File: config.mk
export PLATFORM = sky130hd
export DESIGN_NAME = alu_shift_sequencer_flat
export DESIGN_NICKNAME = d
export VERILOG_FILES = /design/src/rtl/alu_shift_sequencer_if.sv /design/src/rtl/alu_shift_sequencer.sv /design/src/flat_wrapper.sv
export SDC_FILE = /design/constraint.sdc
export NUM_CORES = 1
export LEC_CHECK = 0
export ABC_AREA = 1
export CELL_PAD_IN_SITES_DETAIL_PLACEMENT = 0
export CELL_PAD_IN_SITES_GLOBAL_PLACEMENT = 1
export CORE_UTILIZATION = 30
export CTS_CLUSTER_SIZE = 10
export DETAILED_ROUTE_END_ITERATION = 10
export GPL_TIMING_DRIVEN = 0
export MAX_ROUTING_LAYER = met4
export PLACE_DENSITY_LB_ADDON = 0.08
export SYNTH_ARGS = -nofsm -noshare
export SYNTH_HDL_FRONTEND = slang
export SYNTH_SLANG_ARGS = --single-unit
File: constraint.sdc
create_clock -name clk -period 1.6 [get_ports clk]
set_input_delay 0.24 -clock clk [delete_from_list [all_inputs] [get_ports clk]]
set_output_delay 0.24 -clock clk [all_outputs]
set_load 0.01 [all_outputs]
File: src/rtl/alu_shift_sequencer_if.sv
// Request/response bus and ALU shift link for alu_shift_sequencer.
// The master side is the requester together with the ALU. The slave side is the sequencer.
interface alu_shift_sequencer_if;
    logic        start;
    logic        dir;
    logic [3:0]  amount;
    logic [15:0] operand;
    logic        busy;
    logic        done;
    logic [15:0] result;
    logic        carry;
    logic        zero;
    logic [15:0] alu_a;
    logic [4:0]  alu_f;
    logic        alu_notShiftOE;
    logic [15:0] alu_y;
    logic        alu_cout;

    modport master (
        output start, dir, amount, operand, alu_y, alu_cout,
        input  busy, done, result, carry, zero, alu_a, alu_f, alu_notShiftOE
    );

    modport slave (
        input  start, dir, amount, operand, alu_y, alu_cout,
        output busy, done, result, carry, zero, alu_a, alu_f, alu_notShiftOE
    );
endinterface

File: src/rtl/alu_shift_sequencer.sv
// Multi-bit shift sequencer for the 16-bit datapath.
// It steps the ALU single-bit shifter once per clock, `amount` times.
module alu_shift_sequencer (
    input  logic                  clk,
    input  logic                  notReset,
    alu_shift_sequencer_if.slave  bus
);
    // Function codes shared with the ALU
    localparam logic [4:0] AluFShiftLeft  = 5'h0C;
    localparam logic [4:0] AluFShiftRight = 5'h0D;

    typedef enum logic [1:0] {StIdle, StShift, StDone} state_e;

    state_e      state_q;
    logic [15:0] acc_q;
    logic [3:0]  cnt_q;
    logic        dir_q;
    logic [15:0] result_q;
    logic        carry_q;

    always_ff @(posedge clk or negedge notReset) begin
        if (!notReset) begin
            state_q  <= StIdle;
            acc_q    <= 16'h0000;
            cnt_q    <= 4'd0;
            dir_q    <= 1'b0;
            result_q <= 16'h0000;
            carry_q  <= 1'b0;
        end else begin
            unique case (state_q)
                StIdle: begin
                    if (bus.start) begin
                        acc_q <= bus.operand;
                        cnt_q <= bus.amount;
                        dir_q <= bus.dir;
                        if (bus.amount != 4'd0) begin
                            state_q <= StShift;
                        end else begin
                            // Zero-length shift: operand passes straight through, no bit shifted out
                            state_q  <= StDone;
                            result_q <= bus.operand;
                            carry_q  <= 1'b0;
                        end
                    end
                end
                StShift: begin
                    acc_q <= bus.alu_y;
                    cnt_q <= cnt_q - 4'd1;
                    if (cnt_q == 4'd1) begin
                        state_q  <= StDone;
                        result_q <= bus.alu_y;
                        carry_q  <= bus.alu_cout;
                    end
                end
                StDone: begin
                    state_q <= StIdle;
                end
                default: begin
                    state_q <= StIdle;
                end
            endcase
        end
    end

    assign bus.busy           = (state_q != StIdle);
    assign bus.done           = (state_q == StDone);
    assign bus.alu_notShiftOE = (state_q != StShift);
    assign bus.alu_a          = acc_q;
    assign bus.alu_f          = dir_q ? AluFShiftLeft : AluFShiftRight;
    assign bus.result         = result_q;
    assign bus.carry          = carry_q;
    assign bus.zero           = (result_q == 16'h0000);
endmodule

File: src/flat_wrapper.sv
// flat-port wrapper written by rule: the top's interface ports become plain ports
module alu_shift_sequencer_flat 
  (clk, notReset, bus_start, bus_dir, bus_amount, bus_operand, bus_alu_y, bus_alu_cout, bus_busy, bus_done, bus_result, bus_carry, bus_zero, bus_alu_a, bus_alu_f, bus_alu_notShiftOE);
  alu_shift_sequencer_if bus_i ();
  input  logic clk;
  input  logic notReset;
  input wire logic [$bits(bus_i.start)-1:0] bus_start;
  input wire logic [$bits(bus_i.dir)-1:0] bus_dir;
  input wire logic [$bits(bus_i.amount)-1:0] bus_amount;
  input wire logic [$bits(bus_i.operand)-1:0] bus_operand;
  input wire logic [$bits(bus_i.alu_y)-1:0] bus_alu_y;
  input wire logic [$bits(bus_i.alu_cout)-1:0] bus_alu_cout;
  output wire logic [$bits(bus_i.busy)-1:0] bus_busy;
  output wire logic [$bits(bus_i.done)-1:0] bus_done;
  output wire logic [$bits(bus_i.result)-1:0] bus_result;
  output wire logic [$bits(bus_i.carry)-1:0] bus_carry;
  output wire logic [$bits(bus_i.zero)-1:0] bus_zero;
  output wire logic [$bits(bus_i.alu_a)-1:0] bus_alu_a;
  output wire logic [$bits(bus_i.alu_f)-1:0] bus_alu_f;
  output wire logic [$bits(bus_i.alu_notShiftOE)-1:0] bus_alu_notShiftOE;
  assign bus_i.start = bus_start;
  assign bus_i.dir = bus_dir;
  assign bus_i.amount = bus_amount;
  assign bus_i.operand = bus_operand;
  assign bus_i.alu_y = bus_alu_y;
  assign bus_i.alu_cout = bus_alu_cout;
  assign bus_busy = bus_i.busy;
  assign bus_done = bus_i.done;
  assign bus_result = bus_i.result;
  assign bus_carry = bus_i.carry;
  assign bus_zero = bus_i.zero;
  assign bus_alu_a = bus_i.alu_a;
  assign bus_alu_f = bus_i.alu_f;
  assign bus_alu_notShiftOE = bus_i.alu_notShiftOE;
  alu_shift_sequencer u_core (.clk(clk), .notReset(notReset), .bus(bus_i));
endmodule
==> impl_metrics.json <==
{
  "die_h_um": 85.1,
  "cap_violations": 0,
  "cts_tree": "yes",
  "finalSetupTns_ns": 0,
  "hpwlAfterDp_mm": 4.52,
  "postSynthCellCount": 269,
  "r2r_start": "u_core.state_q[1]$_DFFE_PN0P_",
  "synthDistinctLibCells": 25,
  "path_delay_family": "buffers and inverters",
  "synth_top_area_share_pct": 48.4,
  "clk_path_buf_depth": 2,
  "power.internal_uw": 3690,
  "synth_edf_count": 0,
  "worst_path_largest_cell_delay_ns": 0.42,
  "port-buffer-count": 78,
  "r2r_slack_ns": 0.14,
  "synth.area.top_cells": "dfrtp_1, nand2_1, nand4_1",
  "grt_pass1_vias": 1915,
  "cp.arrival_ns": 1.30,
  "drv_slew": 0,
  "cpMaxStageDelayCell": "dfrtp_1",
  "clk_pin_slew_worst_paths_ns": 0.08,
  "drive_above_1_share_pct": 13.9,
  "fmax_ghz": 0.650,
  "post_drt_wl_per_cell_um": 13.8,
  "p_per_area_nw_per_um2": 2040,
  "fin_crit_sh_pct": 96.1,
  "place_ws_ns": -0.171,
  "worst_pin_slew_ns": 0.533,
  "cts_buffers": 5,
  "pin_count": 83,
  "worstPathMaxFanout": 2,
  "grt_pass1_wl_mm": 9.81,
  "dominantRegCellSynth": "dfrtp_1",
  "fillers": 661,
  "clock_sinks": 40,
  "leakage_uw": 0.00156,
  "critPathLaunch": "u_core.state_q[1]$_DFFE_PN0P_",
  "crit_path_start_kind": "register",
  "final_util_pct": 48.4,
  "drtAntennaViolNets": 0,
  "yosys.area.top_type": "dfrtp_1",
  "crit_required_ns": 1.36,
  "cts_max_level": 2,
  "outcome": "finished, final reports clean",
  "remaining_drc_errors": 0,
  "grt_overflow_total": 0,
  "wl_mm": 6.05,
  "grt_max_degree": 39,
  "hold_class": "in2async",
  "final_cells": 438,
  "area_growth_pct": 51.9,
  "row_count": 29,
  "clock_latency_ns": 0.30,
  "antenna_found_initial": 0,
  "layout_commonest_cell": "nand2_1",
  "die_area_um2": 7230,
  "cts_root_buf": "clkbuf_8",
  "vias": 2011,
  "mostFrequentLayoutCells": "nand2_1, clkdlybuf4s50_1, dfrtp_1",
  "seq_area_frac_synth_pct": 48.4,
  "crit_path_end_kind": "output port",
  "critPathKind": "reg2out",
  "antennaDiodeCount": 0,
  "num-nets-final": 403,
  "finClkSkew_ns": 0.00990,
  "worst-path-buf-inv": 3,
  "worst_slack_ns": 0.0617,
  "async_flop_share_pct": 100,
  "seqCellArea_um2": 1000,
  "vdd_drop_max_v": 0.000705,
  "dr.pass1.iters": 4,
  "vias_per_cell": 4.59,
  "drtIter0Drc": 82,
  "syn_area_um2": 2070,
  "relSlewSlack_pct": 64.5,
  "power.net_switching_uw": 2720,
  "yosys_warnings": 0,
  "multi_input_area_um2": 945,
  "post-route-min-period_ns": 1.54,
  "combPwrFrac_pct": 56.5,
  "placed_cells": 427,
  "seq_power_share_pct": 29.5,
  "ys_ff_latch": 40,
  "cp_cell_sequence": "buf_4, nor2_4, inv_1, dlygate4sd2_1",
  "die_x_um": 85.1,
  "setup-violations-final": 0,
  "finalWeightedCongestion": 0.761,
  "avgSynthCellArea_um2": 7.69,
  "core_area_um2": 6490,
  "swShare_pct": 42.5,
  "initial_core_util_pct": 31.9,
  "finalPower_uw": 6410,
  "final_hold_viol_count": 0,
  "grt_usage_pct": 18.5,
  "clkPwrFrac_pct": 13.9
}
## path summary, 6_finish.rpt
| kind | depth (start not counted) | end |
|---|---|---|
| max in group asynchronous | 3 | u_core.bus.alu_a[14]$_DFFE_PN0P_ |
| worst min register to register | 2 | u_core.bus.carry$_DFFE_PN0P_ |
| min in group clk | 2 | u_core.bus.carry$_DFFE_PN0P_ |
| worst max-delay path | 4 | bus_busy |
| worst min-delay path | 2 | u_core.bus.alu_a[2]$_DFFE_PN0P_ |
| worst max register to register | 6 | u_core.bus.result[9]$_DFFE_PN0P_ |
## layout make-up
type | instances | area share, %
multi-input cells | 205 | 30.0
clock buffers | 6 | 2.63
repair buffers | 82 | 25.8
inverters | 9 | 1.23
well taps | 77 | 3.06
clock inverters | 2 | 1.23
flip-flops and latches | 40 | 31.8
plain buffers | 17 | 4.18
## Yosys cell counts, types with 4 or more instances
cell type and number:
buf_2 6, nand4_1 19, nor2_1 18, nand2_2 9
buf_4 4, inv_1 6, nand3_1 16, nand2_1 125
o21ai_0 5, dfrtp_1 40, clkbuf_1 4
## per-stage QoR
| step | hold slack [ns] | cell area, µm² |
|---|---|---|
| floorplan | -0.0556 | 2080 |
| global placement | 0.464 | 2950 |
| detailed placement | 0.0494 | 2970 |
| CTS | 0.263 | 3130 |
| global route | 0.269 | 3140 |
| finish | 0.264 | 3140 |
## power by group through the flow
stage | Combinational (µW) | Sequential [µW] | Clock [µW]
6_report | 3620 | 1890 | 892
5_1_grt | 4040 | 1960 | 981
4_1_cts | 3620 | 1890 | 916
3_5_place_dp | 3550 | 1900 | 0
3_3_place_gp | 3530 | 1900 | 0
2_1_floorplan | 1820 | 2030 | 0
## registers in the layout, summed over array words and instances (netlist names)
name               count
u_core.bus.alu_a      16
u_core.bus.result     16
u_core.cnt_q           4
u_core.state_q         2
u_core.bus.carry       1
u_core.dir_q           1
## layer usage
layer	track usage, %	wire length (µm)
met5	-	0
met4	4.62	54
met3	4.18	300
met2	27.6	2680
met1	25.4	3010
## cells by family (layout without fill, tap and decap cells)
kind of cell / after synthesis / after routing / share of synthesized area, %
simple gates: 191 / 191 / 40.6
flops: 40 / 40 / 48.4
buf+inv: 26 / 116 / 7.07
compound gates: 7 / 7 / 2.00
fa+ha+maj: 2 / 2 / 1.21
other cells: 2 / 4 / 0.363
xor+xnor: 1 / 1 / 0.423
## timing repair
action	4_1_cts	5_1_grt
gates resized for setup	18	7
hold endpoints to repair	40	0
gates cloned	0	0
hold buffers	1	0
buffers inserted	1	1
setup endpoints to repair	4	10
Power figures use the tool's default switching activity.
